File: config.mk
export PLATFORM = sky130hd
export DESIGN_NAME = mux_nto1_scan
export DESIGN_NICKNAME = d
export VERILOG_FILES = /design/src/rtl/mux_nto1_scan.sv
export SDC_FILE = /design/constraint.sdc
export NUM_CORES = 1
export LEC_CHECK = 0
export CAP_MARGIN = 20
export CORE_MARGIN = 2
export CORE_UTILIZATION = 36
export DETAILED_ROUTE_END_ITERATION = 8
export PLACE_DENSITY = 0.73
export SETUP_SLACK_MARGIN = 0.5
export SLEW_MARGIN = 20
export SYNTH_ARGS = -nofsm -noshare
export SYNTH_HDL_FRONTEND = slang
export SYNTH_SLANG_ARGS = --single-unit
File: constraint.sdc
create_clock -name CLK -period 1.59 [get_ports CLK]
set_input_delay 0.318 -clock CLK [delete_from_list [all_inputs] [get_ports CLK]]
set_output_delay 0.318 -clock CLK [all_outputs]
set_load 0.01 [all_outputs]
File: src/rtl/mux_nto1_scan.sv
// ---------------------------------------------------------------------------
// mux_nto1_scan
//   N-channel, WIDTH-bit multiplexer with registered outputs, active-low
//   enable, a manual-select mode and a round-robin auto-scan mode with a
//   programmable dwell time per channel.
//
// Ports
//   CLK   in   1               system clock, rising edge
//   RST   in   1               synchronous, active-high reset
//   E     in   1               enable, active-low (E=1 disables the block)
//   MODE  in   1               0 = manual select via S, 1 = auto-scan
//   S     in   SEL_W           manual channel select
//   D     in   CHANNELS*WIDTH  flattened data, channel k = D[k*WIDTH +: WIDTH]
//   Y     out  WIDTH           registered selected data
//   V     out  1               Y valid
//   CH    out  SEL_W           channel index currently presented on Y
//
// Build option
//   MUXSCAN_HOLD_EN  when defined, the disabled state holds Y/CH and freezes
//                    the scan pointer and dwell counter so a re-enabled scan
//                    resumes where it stopped. Undefined: disabled state
//                    drives Y=0 and the scan restarts at channel 0.
// ---------------------------------------------------------------------------
module mux_nto1_scan #(
  parameter int WIDTH    = 4,
  parameter int CHANNELS = 4,
  parameter int DWELL    = 2,
  parameter int SEL_W    = $clog2(CHANNELS)
) (
  input  logic                      CLK,
  input  logic                      RST,
  input  logic                      E,
  input  logic                      MODE,
  input  logic [SEL_W-1:0]          S,
  input  logic [CHANNELS*WIDTH-1:0] D,
  output logic [WIDTH-1:0]          Y,
  output logic                      V,
  output logic [SEL_W-1:0]          CH
);

  localparam int CNT_W = $clog2(DWELL + 1);

  typedef enum logic [1:0] {
    ST_DIS  = 2'd0,
    ST_MAN  = 2'd1,
    ST_SCAN = 2'd2
  } state_t;

  state_t state_reg, state_next;

  logic [SEL_W-1:0] ptr_reg, ptr_next;
  logic [CNT_W-1:0] cnt_reg, cnt_next;
  logic [SEL_W-1:0] scan_ptr;
  logic [CNT_W-1:0] scan_cnt;

  logic [WIDTH-1:0] y_reg, y_next;
  logic             v_reg, v_next;
  logic [SEL_W-1:0] ch_reg, ch_next;

  logic [SEL_W-1:0] sel_idx;
  logic [WIDTH-1:0] sel_data;
  logic             sel_hit;

  // Unflattened view of the channel inputs.
  logic [WIDTH-1:0] chan [CHANNELS];

  generate
    for (genvar gi = 0; gi < CHANNELS; gi++) begin : g_chan
      assign chan[gi] = D[gi*WIDTH +: WIDTH];
    end
  endgenerate

  // -------------------------------------------------------------------------
  // FSM: state register
  // -------------------------------------------------------------------------
  always_ff @(posedge CLK) begin
    if (RST) begin
      state_reg <= ST_DIS;
    end else begin
      state_reg <= state_next;
    end
  end

  // -------------------------------------------------------------------------
  // FSM: next state is a pure decode of E and MODE every cycle
  // -------------------------------------------------------------------------
  always_comb begin
    state_next = ST_DIS;
    if (!E) begin
      state_next = MODE ? ST_SCAN : ST_MAN;
    end
  end

  // -------------------------------------------------------------------------
  // Scan step: the pointer/counter values that a SCAN edge would load.
  // A zero dwell counter outside SCAN marks a fresh start (after reset, MAN,
  // or a clearing DIS); a non-zero one can only survive a holding DIS, in
  // which case the scan continues from the frozen position.
  // -------------------------------------------------------------------------
  always_comb begin
    scan_ptr = ptr_reg;
    scan_cnt = cnt_reg;
    if ((state_reg != ST_SCAN) && (cnt_reg == '0)) begin
      scan_ptr = '0;
      scan_cnt = CNT_W'(1);
    end else if (cnt_reg == CNT_W'(DWELL)) begin
      scan_cnt = CNT_W'(1);
      scan_ptr = (ptr_reg == SEL_W'(CHANNELS - 1)) ? '0 : ptr_reg + 1'b1;
    end else begin
      scan_cnt = cnt_reg + 1'b1;
    end
  end

  // -------------------------------------------------------------------------
  // Channel select. Indices beyond CHANNELS-1 (only reachable when CHANNELS
  // is not a power of two) report no hit, giving Y=0 / V=0 in MAN.
  // -------------------------------------------------------------------------
  assign sel_idx = (state_next == ST_SCAN) ? scan_ptr : S;

  always_comb begin
    sel_data = '0;
    sel_hit  = 1'b0;
    for (int k = 0; k < CHANNELS; k++) begin
      if (sel_idx == SEL_W'(k)) begin
        sel_data = chan[k];
        sel_hit  = 1'b1;
      end
    end
  end

  // -------------------------------------------------------------------------
  // FSM: output decode (next values of the registered outputs)
  // -------------------------------------------------------------------------
  always_comb begin
    y_next   = y_reg;
    v_next   = v_reg;
    ch_next  = ch_reg;
    ptr_next = ptr_reg;
    cnt_next = cnt_reg;
    case (state_next)
      ST_MAN: begin
        y_next   = sel_hit ? sel_data : '0;
        v_next   = sel_hit;
        ch_next  = S;
        // Forget the scan position so a later SCAN starts at channel 0.
        ptr_next = '0;
        cnt_next = '0;
      end
      ST_SCAN: begin
        y_next   = sel_data;
        v_next   = 1'b1;
        ch_next  = scan_ptr;
        ptr_next = scan_ptr;
        cnt_next = scan_cnt;
      end
      default: begin
`ifdef MUXSCAN_HOLD_EN
        v_next   = 1'b0;
`else
        y_next   = '0;
        v_next   = 1'b0;
        ptr_next = '0;
        cnt_next = '0;
`endif
      end
    endcase
  end

  // -------------------------------------------------------------------------
  // Datapath registers
  // -------------------------------------------------------------------------
  always_ff @(posedge CLK) begin
    if (RST) begin
      y_reg   <= '0;
      v_reg   <= 1'b0;
      ch_reg  <= '0;
      ptr_reg <= '0;
      cnt_reg <= '0;
    end else begin
      y_reg   <= y_next;
      v_reg   <= v_next;
      ch_reg  <= ch_next;
      ptr_reg <= ptr_next;
      cnt_reg <= cnt_next;
    end
  end

  assign Y  = y_reg;
  assign V  = v_reg;
  assign CH = ch_reg;

endmodule

==> results of run 1 <==
[cell type report]
type	instances	area, um2	area share (%)
Sequential cell	13	270	20.0
Tap cell	25	31.3	2.31
Multi-Input combinational cell	58	609	45.0
Clock buffer	4	26.3	1.94
Timing Repair Buffer	48	407	30.0
Inverter	2	10.0	0.739
[cell usage after synthesis, drive strengths merged]
library cell | instances | area (um2)
a211oi | 1 | 7.51
and3 | 4 | 25.0
nor2 | 8 | 30.0
nand3 | 4 | 20.0
nand3b | 3 | 22.5
a21oi | 3 | 15.0
nor4 | 1 | 12.5
nor3 | 4 | 20.0
mux2i | 5 | 50.1
dfxtp | 13 | 260
a222oi | 1 | 10.0
nand2b | 2 | 20.0
a211o | 1 | 8.76
a21o | 1 | 15.0
nand2 | 4 | 17.5
nor2b | 1 | 6.26
a21boi | 1 | 7.51
and2 | 2 | 12.5
or2b | 1 | 7.51
nor3b | 2 | 15.0
ha | 3 | 37.5
inv | 2 | 7.51
o21a | 2 | 15.0
o31ai | 4 | 30.0
[kinds of logic (layout without fill, tap and decap cells)]
kind of cell,count (synthesis),in the layout
AO/OA/AOI/OAI,14,14
adder cells (fa/ha/maj),3,3
buffers and inverters,2,54
flip-flops,13,13
multiplexers,5,5
AND/OR/NAND/NOR,36,36
[layer usage]
| metal | part of all wire, % | global-route usage [%] | vias up |
|---|---|---|---|
| li1 | - | - | 374 |
| met1 | 41 | 24.0 | 352 |
| met2 | 52 | 32.4 | 21 |
| met3 | 3.9 | 5.00 | 4 |
| met4 | 2.0 | 10.0 | 0 |
| met5 | 0 | 0 | - |
[worst max path at each step]
| stage | end | slack (ps) | startpoint |
|---|---|---|---|
| after floorplan | Y[2] | -50 | cnt_reg[1] |
| after global routing | Y[3] | -190 | cnt_reg[0] |
| after detailed placement | Y[0] | -410 | MODE |
| after global placement | Y[1] | -380 | MODE |
| final | Y[3] | -130 | cnt_reg[0] |
| after CTS | Y[0] | -80 | cnt_reg[0] |
[repair_timing]
action                                  CTS  global route
cloned                                    0             0
buffers inserted                          2             0
endpoints found under the setup margin   18            11
pin swaps                                 6             5
resized for setup                        46            23
[stage by stage]
step	instances	power [uW]
2_1_floorplan	73	416
3_3_place_gp	144	524
3_5_place_dp	144	527
4_1_cts	150	728
5_1_grt	150	800
6_report	150	758
[critical path: cells and delay by family, from the launching register on]
| family | cells | cell delay [ps] |
|---|---|---|
| adder cells (fa/ha/maj) | 1 | 170 |
| AND/OR/NAND/NOR | 1 | 280 |
| multiplexers | 1 | 260 |
| buffers and inverters | 2 | 230 |
| flip-flops | 1 | 340 |
| AO/OA/AOI/OAI | 2 | 360 |
[where the power goes]
group	switching (uW)	internal (uW)
sequential	4.33	338
clock	113	97.3
combinational	86.5	119
total	204	553
==> summary.txt, run 1 <==
Worst setup path
  – CP peak stage delay: 340 ps
  – Setup crit start kind: flip-flop
  – Reg2reg end: Y[3]
  – Worst R2R Start: cnt_reg[0]
  – Worst reg2reg path depth: 7
  – Req. time, crit path: 1790 ps
  – Worst path arrival time: 1920 ps
  – Worst path cell trace: inv_4 -> ha_4 -> mux2i_4 -> a222oi_1 -> buf_4 -> or2b_4 -> o31ai_4
  – CP max stage cell: dfxtp_2
  – Worst setup EP type: flip-flop
  – FF-to-FF setup slack: -130 ps
  – Critical path fanouts, max: 5
  – Critical path class: reg -> reg

GRT
  – Grt ovf: 0
  – Initial antenna violation count: 0
  – Vias in the first global route: 655
  – Pin count of the biggest net entering global routing: 10
  – Total global-route track usage: 19.9%
  – First-pass GRT wire length: 2.94 mm

Synth
  – Post-synthesis sequential area ratio: 38.7%
  – Netlist cell types: 26
  – Compound-cell area share of the yosys netlist: 16.2%
  – Post-synthesis cell count: 73
  – Syn. warnings: 0
  – Adder-cell share of the synthesized area: 5.58%
  – Syn nets: 98
  – Largest family of logic cells by synthesized area: simple AND/OR/NAND/NOR gates
  – Mean post-synth cell area: 9.22 um2
  – Multiplexer share of the synthesized area: 7.43%
  – Synth Area in XOR/XNOR: 0%
  – Post-Syn Area: 673 um2
  – Simple-gate area share of the yosys netlist: 31.0%
  – Register bit count reported by yosys: 13

STA
  – RSZ-0062 raised after global routing: yes
  – Setup TNS: -395 ps
  – Final setup fails: 5
  – Max-slew headroom: 79.0%
  – Ratio of final minimum period to clock period: 108%
  – Worst Skew: 9.05 ps
  – Hold WS: 469 ps
  – Max-slew violation count: 0
  – Fin. Hold Viols: 0
  – Min Tclk post-route: 1720 ps
  – Highest Clock Rate: 581 MHz
  – Worst-margin pin slew: 315 ps
  – Worst setup margin: -130 ps

Cells and area
  – Final Cell Area: 0.00135 mm2
  – Filler cell count: 120
  – Share of layout cells above drive strength 1: 54.4%
  – Most common cell after layout, fill and taps aside: clkdlybuf4s50_1
  – ANT cells: 0
  – Most frequent cells in the layout: clkdlybuf4s50_1, buf_4, dfxtp_1, buf_2, dfxtp_2
  – Max reg flops: 4
  – Layout area overhead: 101%
  – Final Core Density: 77.6%
  – Final nets: 151

Clock tree
  – Clock transition at path regs: 90 ps
  – Num CTS Buffers: 3
  – Clock buffer depth: 2
  – Clock Latency Late Sink: 280 ps
  – CTS Sinks: 13
  – Hold buffers post-CTS: 0
  – CTS tree: built
  – H-tree levels: 1
  – Root Driver: clkbuf_4

Die
  – Initial core utilization: 38.6%
  – Core Footprint: 0.00175 mm2
  – Die Y: 47.2 um
  – Io pins: 29
  – FP Rows: 15
  – DIE WIDTH: 47.2 um
  – Full die area: 0.00223 mm2

Placement
  – Pre-CTS WS: -407 ps
  – Buffers on Ports: 28
  – Post-DP Area: 0.00118 mm2
  – RePlAce Congestion: 0.794
  – DPL Wire Length: 1.47 mm

Route
  – Drt first pass iters: 4
  – Post-DR wirelength/cell: 14.1 um
  – ANT nets after route: 0
  – DRT iter0 DRCs: 18
  – Drt drc: 0
  – Vias: 751
  – Vias per inst: 5.01
  – Drt total wl: 2.11 mm

Worst hold path
  – Hold Path End: cnt_reg[0]
  – Hold path start: cnt_reg[0]
  – Hold Path Stages: 1
  – Worst hold path type: reg -> reg

Power
  – P_leak: 0.000532 uW
  – Pwr dens: 560 mW/mm2
  – Worst vdd ir: 0.000421 V

Outcome
  – Status: finished with violations
  – Failing checks: setup timing

Flow run
  – Max cap viols: 0
No activity file was read; power rests on OpenSTA's default activity.
==> inputs of run 2 (changes only) <==
--- a/config.mk
+++ b/config.mk
@@ -12,2 +12,3 @@
 export PLACE_DENSITY = 0.73
+export REMOVE_ABC_BUFFERS = 1
 export SETUP_SLACK_MARGIN = 0.5
==> constraint.sdc (replaced) <==
create_clock -name CLK -period 1.59 [get_ports CLK]
set_input_delay 0.477 -clock CLK [delete_from_list [all_inputs] [get_ports CLK]]
set_output_delay 0.477 -clock CLK [all_outputs]
set_load 0.01 [all_outputs]
==> summary.txt, run 2 (synthesized netlist as in run 1, its figures left out) <==
Outcome
  – Status: finished with violations (unchanged)
  – Failing checks: setup timing (unchanged)

GRT
  – Initial antenna violation count: 0 (unchanged)
  – First-pass GRT wire length: 3.04 mm (was 2.94 mm)
  – Total global-route track usage: 19.7% (was 19.9%)
  – Vias in the first global route: 729 (was 655)
  – Grt ovf: 0 (unchanged)
  – Pin count of the biggest net entering global routing: 10 (unchanged)

Worst setup path
  – Critical path fanouts, max: 6 (was 5)
  – Worst setup EP type: flip-flop (unchanged)
  – Req. time, crit path: 1770 ps (was 1790 ps)
  – Worst path arrival time: 1960 ps (was 1920 ps)
  – Setup crit start kind: flip-flop (unchanged)
  – Critical path class: reg -> reg (unchanged)

Route
  – Drt first pass iters: 5 (was 4)
  – Vias per inst: 4.97 (was 5.01)
  – Drt drc: 0 (unchanged)
  – Drt total wl: 2.02 mm (was 2.11 mm)
  – Post-DR wirelength/cell: 13.5 um (was 14.1 um)
  – DRT iter0 DRCs: 13 (was 18)
  – Vias: 740 (was 751)
  – ANT nets after route: 0 (unchanged)

Power
  – Worst vdd ir: 0.000378 V (was 0.000421 V)
  – Final Power: 728 uW (was 758 uW)
  – P_leak: 0.000518 uW (was 0.000532 uW)
  – Pwr dens: 588 mW/mm2 (was 560 mW/mm2)

STA
  – Worst setup margin: -189 ps (was -130 ps)
  – Worst Skew: 0.834 ps (was 9.05 ps)
  – Highest Clock Rate: 562 MHz (was 581 MHz)
  – Final setup fails: 4 (was 5)
  – RSZ-0062 raised after global routing: yes (unchanged)
  – Min Tclk post-route: 1780 ps (was 1720 ps)
  – Max-slew violation count: 0 (unchanged)
  – Ratio of final minimum period to clock period: 112% (was 108%)
  – Fin. Hold Viols: 0 (unchanged)
  – Max-slew headroom: 80.3% (was 79.0%)
  – Worst-margin pin slew: 296 ps (was 315 ps)

Cells and area
  – Share of layout cells above drive strength 1: 45.2% (was 54.4%)
  – Layout area overhead: 84.0% (was 101%)
  – Most common cell after layout, fill and taps aside: clkdlybuf4s50_1 (unchanged)
  – Final nets: 150 (was 151)
  – Filler cell count: 137 (was 120)
  – ANT cells: 0 (unchanged)
  – Max reg flops: 4 (unchanged)
  – Most frequent cells in the layout: clkdlybuf4s50_1, buf_4, dfxtp_1 (was clkdlybuf4s50_1, buf_4, dfxtp_1, buf_2, dfxtp_2)

Clock tree
  – Root Driver: clkbuf_4 (unchanged)
  – CTS tree: built (unchanged)
  – CTS Sinks: 13 (unchanged)
  – Num CTS Buffers: 3 (unchanged)
  – Clock Latency Late Sink: 270 ps (was 280 ps)
  – Hold buffers post-CTS: 0 (unchanged)
  – Clock buffer depth: 2 (unchanged)
  – H-tree levels: 1 (unchanged)
  – Clock transition at path regs: 80 ps (was 90 ps)

Placement
  – RePlAce Congestion: 0.791 (was 0.794)
  – Buffers on Ports: 28 (unchanged)
  – Pre-CTS WS: -583 ps (was -407 ps)
  – DPL Wire Length: 1.53 mm (was 1.47 mm)

Die
  – Core Footprint: 0.00175 mm2 (unchanged)
  – Full die area: 0.00223 mm2 (unchanged)
  – Io pins: 29 (unchanged)
  – FP Rows: 15 (unchanged)
  – DIE WIDTH: 47.2 um (unchanged)
  – Initial core utilization: 38.6% (unchanged)
  – Die Y: 47.2 um (unchanged)

Worst hold path
  – Worst hold path type: reg -> reg (unchanged)

Flow run
  – Max cap viols: 0 (unchanged)
-- run 2: changes by cell type in the layout (fill, tap and decap cells not counted), sizes merged --
cell and change:
buf -1
-- run 2: final cells by class --
cell class / count / area [um2] / area share (%)
Clock buffer: 4 / 26.3 / 2.12
Inverter: 2 / 7.51 / 0.606
Multi-Input combinational cell: 58 / 497 / 40.1
Sequential cell: 13 / 267 / 21.5
Tap cell: 25 / 31.3 / 2.53
Timing Repair Buffer: 47 / 410 / 33.1
-- run 2: path summary, 6_finish.rpt --
check | startpoint | endpoint | slack, ps | cells past startpoint
setup / recovery | ptr_reg[0] | Y[3] | -190 | 7
hold / removal | cnt_reg[0] | cnt_reg[0] | 440 | 1
setup reg to reg | ptr_reg[0] | Y[3] | -190 | 7
hold reg to reg | cnt_reg[0] | cnt_reg[0] | 440 | 1
-- run 2: critical path: stages, from the launching register on --
cell and delay, ps:
dfxtp_1 330, ha_1 340, mux2i_4 180, a211o_1 250, and2_4 200, buf_4 120, nor2_2 40, o31ai_2 250
-- run 2: repair_timing --
item                                    4_1_cts  5_1_grt
endpoints found under the setup margin       20       17
pin swaps                                     8        6
resized for setup                            57        6
gates cloned                                  0        0
setup buffers                                 4        0
-- run 2: where the power goes --
part	total, uW	switching (uW)	internal [uW]	leakage [uW]
clock	209	112	97.2	0.0000150
sequential	344	4.53	339	0.000109
combinational	176	69.9	106	0.000395
-- run 2: per-layer routing --
| metal | vias to the layer above | global-route usage [%] | wire [um] |
|---|---|---|---|
| met5 | - | 0 | 0 |
| met4 | 0 | 9.44 | 42 |
| met3 | 6 | 3.08 | 48 |
| met2 | 22 | 34.9 | 1070 |
| met1 | 341 | 22.9 | 857 |
| li1 | 371 | - | - |
-- run 2: per-stage QoR --
| step | hold WS, ps | utilization [%] | std cells | instance area, um2 | setup TNS (ps) |
|---|---|---|---|---|---|
| floorplan | 417 | - | 73 | 673 | -313 |
| global placement | 430 | 62.9 | 141 | 1100 | -2970 |
| detailed placement | 439 | 62.9 | 141 | 1100 | -3380 |
| CTS | 444 | 69.9 | 149 | 1220 | -600 |
| global route | 470 | 71.0 | 149 | 1240 | -1050 |
| finish | 443 | 71.0 | 149 | 1240 | -593 |
==> inputs of run 3 (changes only) <==
Settings changed: CORE_UTILIZATION 36 to 43, PLACE_DENSITY 0.73 to 0.81.
Clock period 1.59 ns to 2.2 ns, I/O delays scaled along.
==> summary.txt, run 3 (synthesized netlist as in run 1, its figures left out) <==
STA
  – Max-slew violation count: 0 (unchanged)
  – Worst Skew: 5.45 ps (was 0.834 ps)
  – Setup TNS: 0 ps (was -593 ps)
  – RSZ-0062 raised after global routing: yes (unchanged)
  – Min Tclk post-route: 1710 ps (was 1780 ps)
  – Max-slew headroom: 81.3% (was 80.3%)
  – Final setup fails: 0 (was 4)
  – Hold WS: 440 ps (was 443 ps)
  – Worst-margin pin slew: 280 ps (was 296 ps)
  – Ratio of final minimum period to clock period: 77.7% (was 112%)
  – Highest Clock Rate: 585 MHz (was 562 MHz)
  – Fin. Hold Viols: 0 (unchanged)

Worst setup path
  – Req. time, crit path: 2400 ps (was 1770 ps)
  – Worst path cell trace: inv_2 -> ha_4 -> mux2i_4 -> a222oi_1 -> buf_4 -> or2b_1 -> o31ai_1 (was ha_1 -> mux2i_4 -> a211o_1 -> and2_4 -> buf_4 -> nor2_2 -> o31ai_2)
  – Critical path fanouts, max: 4 (was 6)
  – CP peak stage delay: 330 ps (was 340 ps)
  – FF-to-FF setup slack: 490 ps (was -190 ps)
  – Worst path arrival time: 1910 ps (was 1960 ps)
  – Worst setup EP type: flip-flop (unchanged)
  – CP max stage cell: dfxtp_2 (was ha_1)
  – Critical path class: reg -> reg (unchanged)
  – Setup crit start kind: flip-flop (unchanged)

Cells and area
  – Share of layout cells above drive strength 1: 34.5% (was 45.2%)
  – Multi-input logic area: 504 um2 (was 497 um2)
  – Most frequent cells in the layout: clkdlybuf4s50_1, buf_4, dfxtp_1, dlygate4sd2_1, nor2_1 (was clkdlybuf4s50_1, buf_4, dfxtp_1)
  – Final Cell Area: 0.00119 mm2 (was 0.00124 mm2)
  – ANT cells: 0 (unchanged)
  – Most common cell after layout, fill and taps aside: clkdlybuf4s50_1 (unchanged)
  – Layout area overhead: 77.5% (was 84.0%)
  – Post-Layout Cell Count: 135 (was 149)
  – Filler cell count: 91 (was 137)
  – Max reg flops: 4 (unchanged)
  – FF+latch area: 265 um2 (was 267 um2)
  – Final nets: 145 (was 150)

Clock tree
  – H-tree levels: 1 (unchanged)
  – Clock transition at path regs: 80 ps (about the same)
  – CTS tree: built (unchanged)
  – Clock Latency Late Sink: 280 ps (was 270 ps)
  – Clock buffer depth: 2 (unchanged)
  – Num CTS Buffers: 3 (unchanged)
  – Root Driver: clkbuf_4 (unchanged)
  – CTS Sinks: 13 (unchanged)

Placement
  – Post-DP Area: 0.00105 mm2 (was 0.00110 mm2)
  – Buffers on Ports: 28 (unchanged)
  – DPL Wire Length: 1.23 mm (was 1.53 mm)
  – Placed cells: 127 (was 141)
  – RePlAce Congestion: 0.787 (was 0.791)

Die
  – Initial core utilization: 45.2% (was 38.6%)
  – DIE WIDTH: 43.6 um (was 47.2 um)
  – Core Footprint: 0.00149 mm2 (was 0.00175 mm2)
  – Die Y: 43.6 um (was 47.2 um)
  – Full die area: 0.00190 mm2 (was 0.00223 mm2)
  – FP Rows: 14 (was 15)
  – Io pins: 29 (unchanged)

Outcome
  – Status: finished clean (was finished with violations)

Route
  – Vias: 720 (was 740)
  – Drt first pass iters: 4 (was 5)
  – ANT nets after route: 0 (unchanged)
  – Post-DR wirelength/cell: 13.1 um (was 13.5 um)
  – Drt drc: 0 (unchanged)
  – Vias per inst: 5.33 (was 4.97)
  – Drt total wl: 1.77 mm (was 2.02 mm)
  – DRT iter0 DRCs: 27 (was 13)

Flow run
  – Max cap viols: 0 (unchanged)

Power
  – Worst vdd ir: 0.000309 V (was 0.000378 V)
  – Pwr dens: 432 mW/mm2 (was 588 mW/mm2)
  – P_leak: 0.000500 uW (was 0.000518 uW)

GRT
  – First-pass GRT wire length: 2.85 mm (was 3.04 mm)
  – Grt ovf: 0 (unchanged)
  – Initial antenna violation count: 0 (unchanged)
  – Vias in the first global route: 639 (was 729)
  – Pin count of the biggest net entering global routing: 10 (unchanged)
  – Total global-route track usage: 20.9% (was 19.7%)

Worst hold path
  – Worst hold path type: reg -> reg (unchanged)
[run 3: final timing paths]
| path | startpoint | end | cells past startpoint |
|---|---|---|---|
| setup reg to reg | cnt_reg[0] | Y[0] | 7 |
| setup / recovery | cnt_reg[0] | Y[0] | 7 |
| hold reg to reg | cnt_reg[0] | cnt_reg[0] | 1 |
| hold / removal | cnt_reg[0] | cnt_reg[0] | 1 |
[run 3: per-stage QoR]
stage | total power, uW | setup slack, ps | util, %
global route | 543 | 408 | 80.3
detailed placement | 369 | -145 | 70.4
floorplan | 297 | 336 | -
finish | 517 | 490 | 80.3
global placement | 368 | -114 | 70.4
CTS | 518 | 447 | 79.4
[run 3: layout make-up]
class | count | share of cell area [%]
well taps | 16 | 1.68
multi-input cells | 58 | 42.2
inverters | 2 | 0.628
flip-flops and latches | 13 | 22.2
clock buffers | 4 | 2.20
repair buffers | 42 | 31.1
[run 3: routing by layer]
metal,GRT usage (%),up-vias,wire (um)
li1,-,365,-
met3,5.00,5,76
met4,12.7,0,46
met2,28.2,23,791
met5,0,-,0
met1,29.7,327,853
[run 3: worst max-delay path: cells and delay by family (launching register included)]
family	cells	cell delay, ps
adder cells (fa/ha/maj)	1	180
flip-flops	1	330
AND/OR/NAND/NOR	1	260
buffers and inverters	2	230
multiplexers	1	280
AO/OA/AOI/OAI	2	350
[run 3: power breakdown]
part | total, uW | switching, uW | internal [uW]
sequential | 247 | 2.74 | 245
combinational | 118 | 46.6 | 71.4
clock | 151 | 80.9 | 70.5
total | 517 | 130 | 386
[run 3: repair_timing]
item                                    4_1_cts  5_1_grt
endpoints found under the hold margin         0        0
hold buffers                                  0        0
pin swaps                                     7        2
endpoints found under the setup margin       14        5
setup buffers                                 4        0
gates resized for setup                      36        6
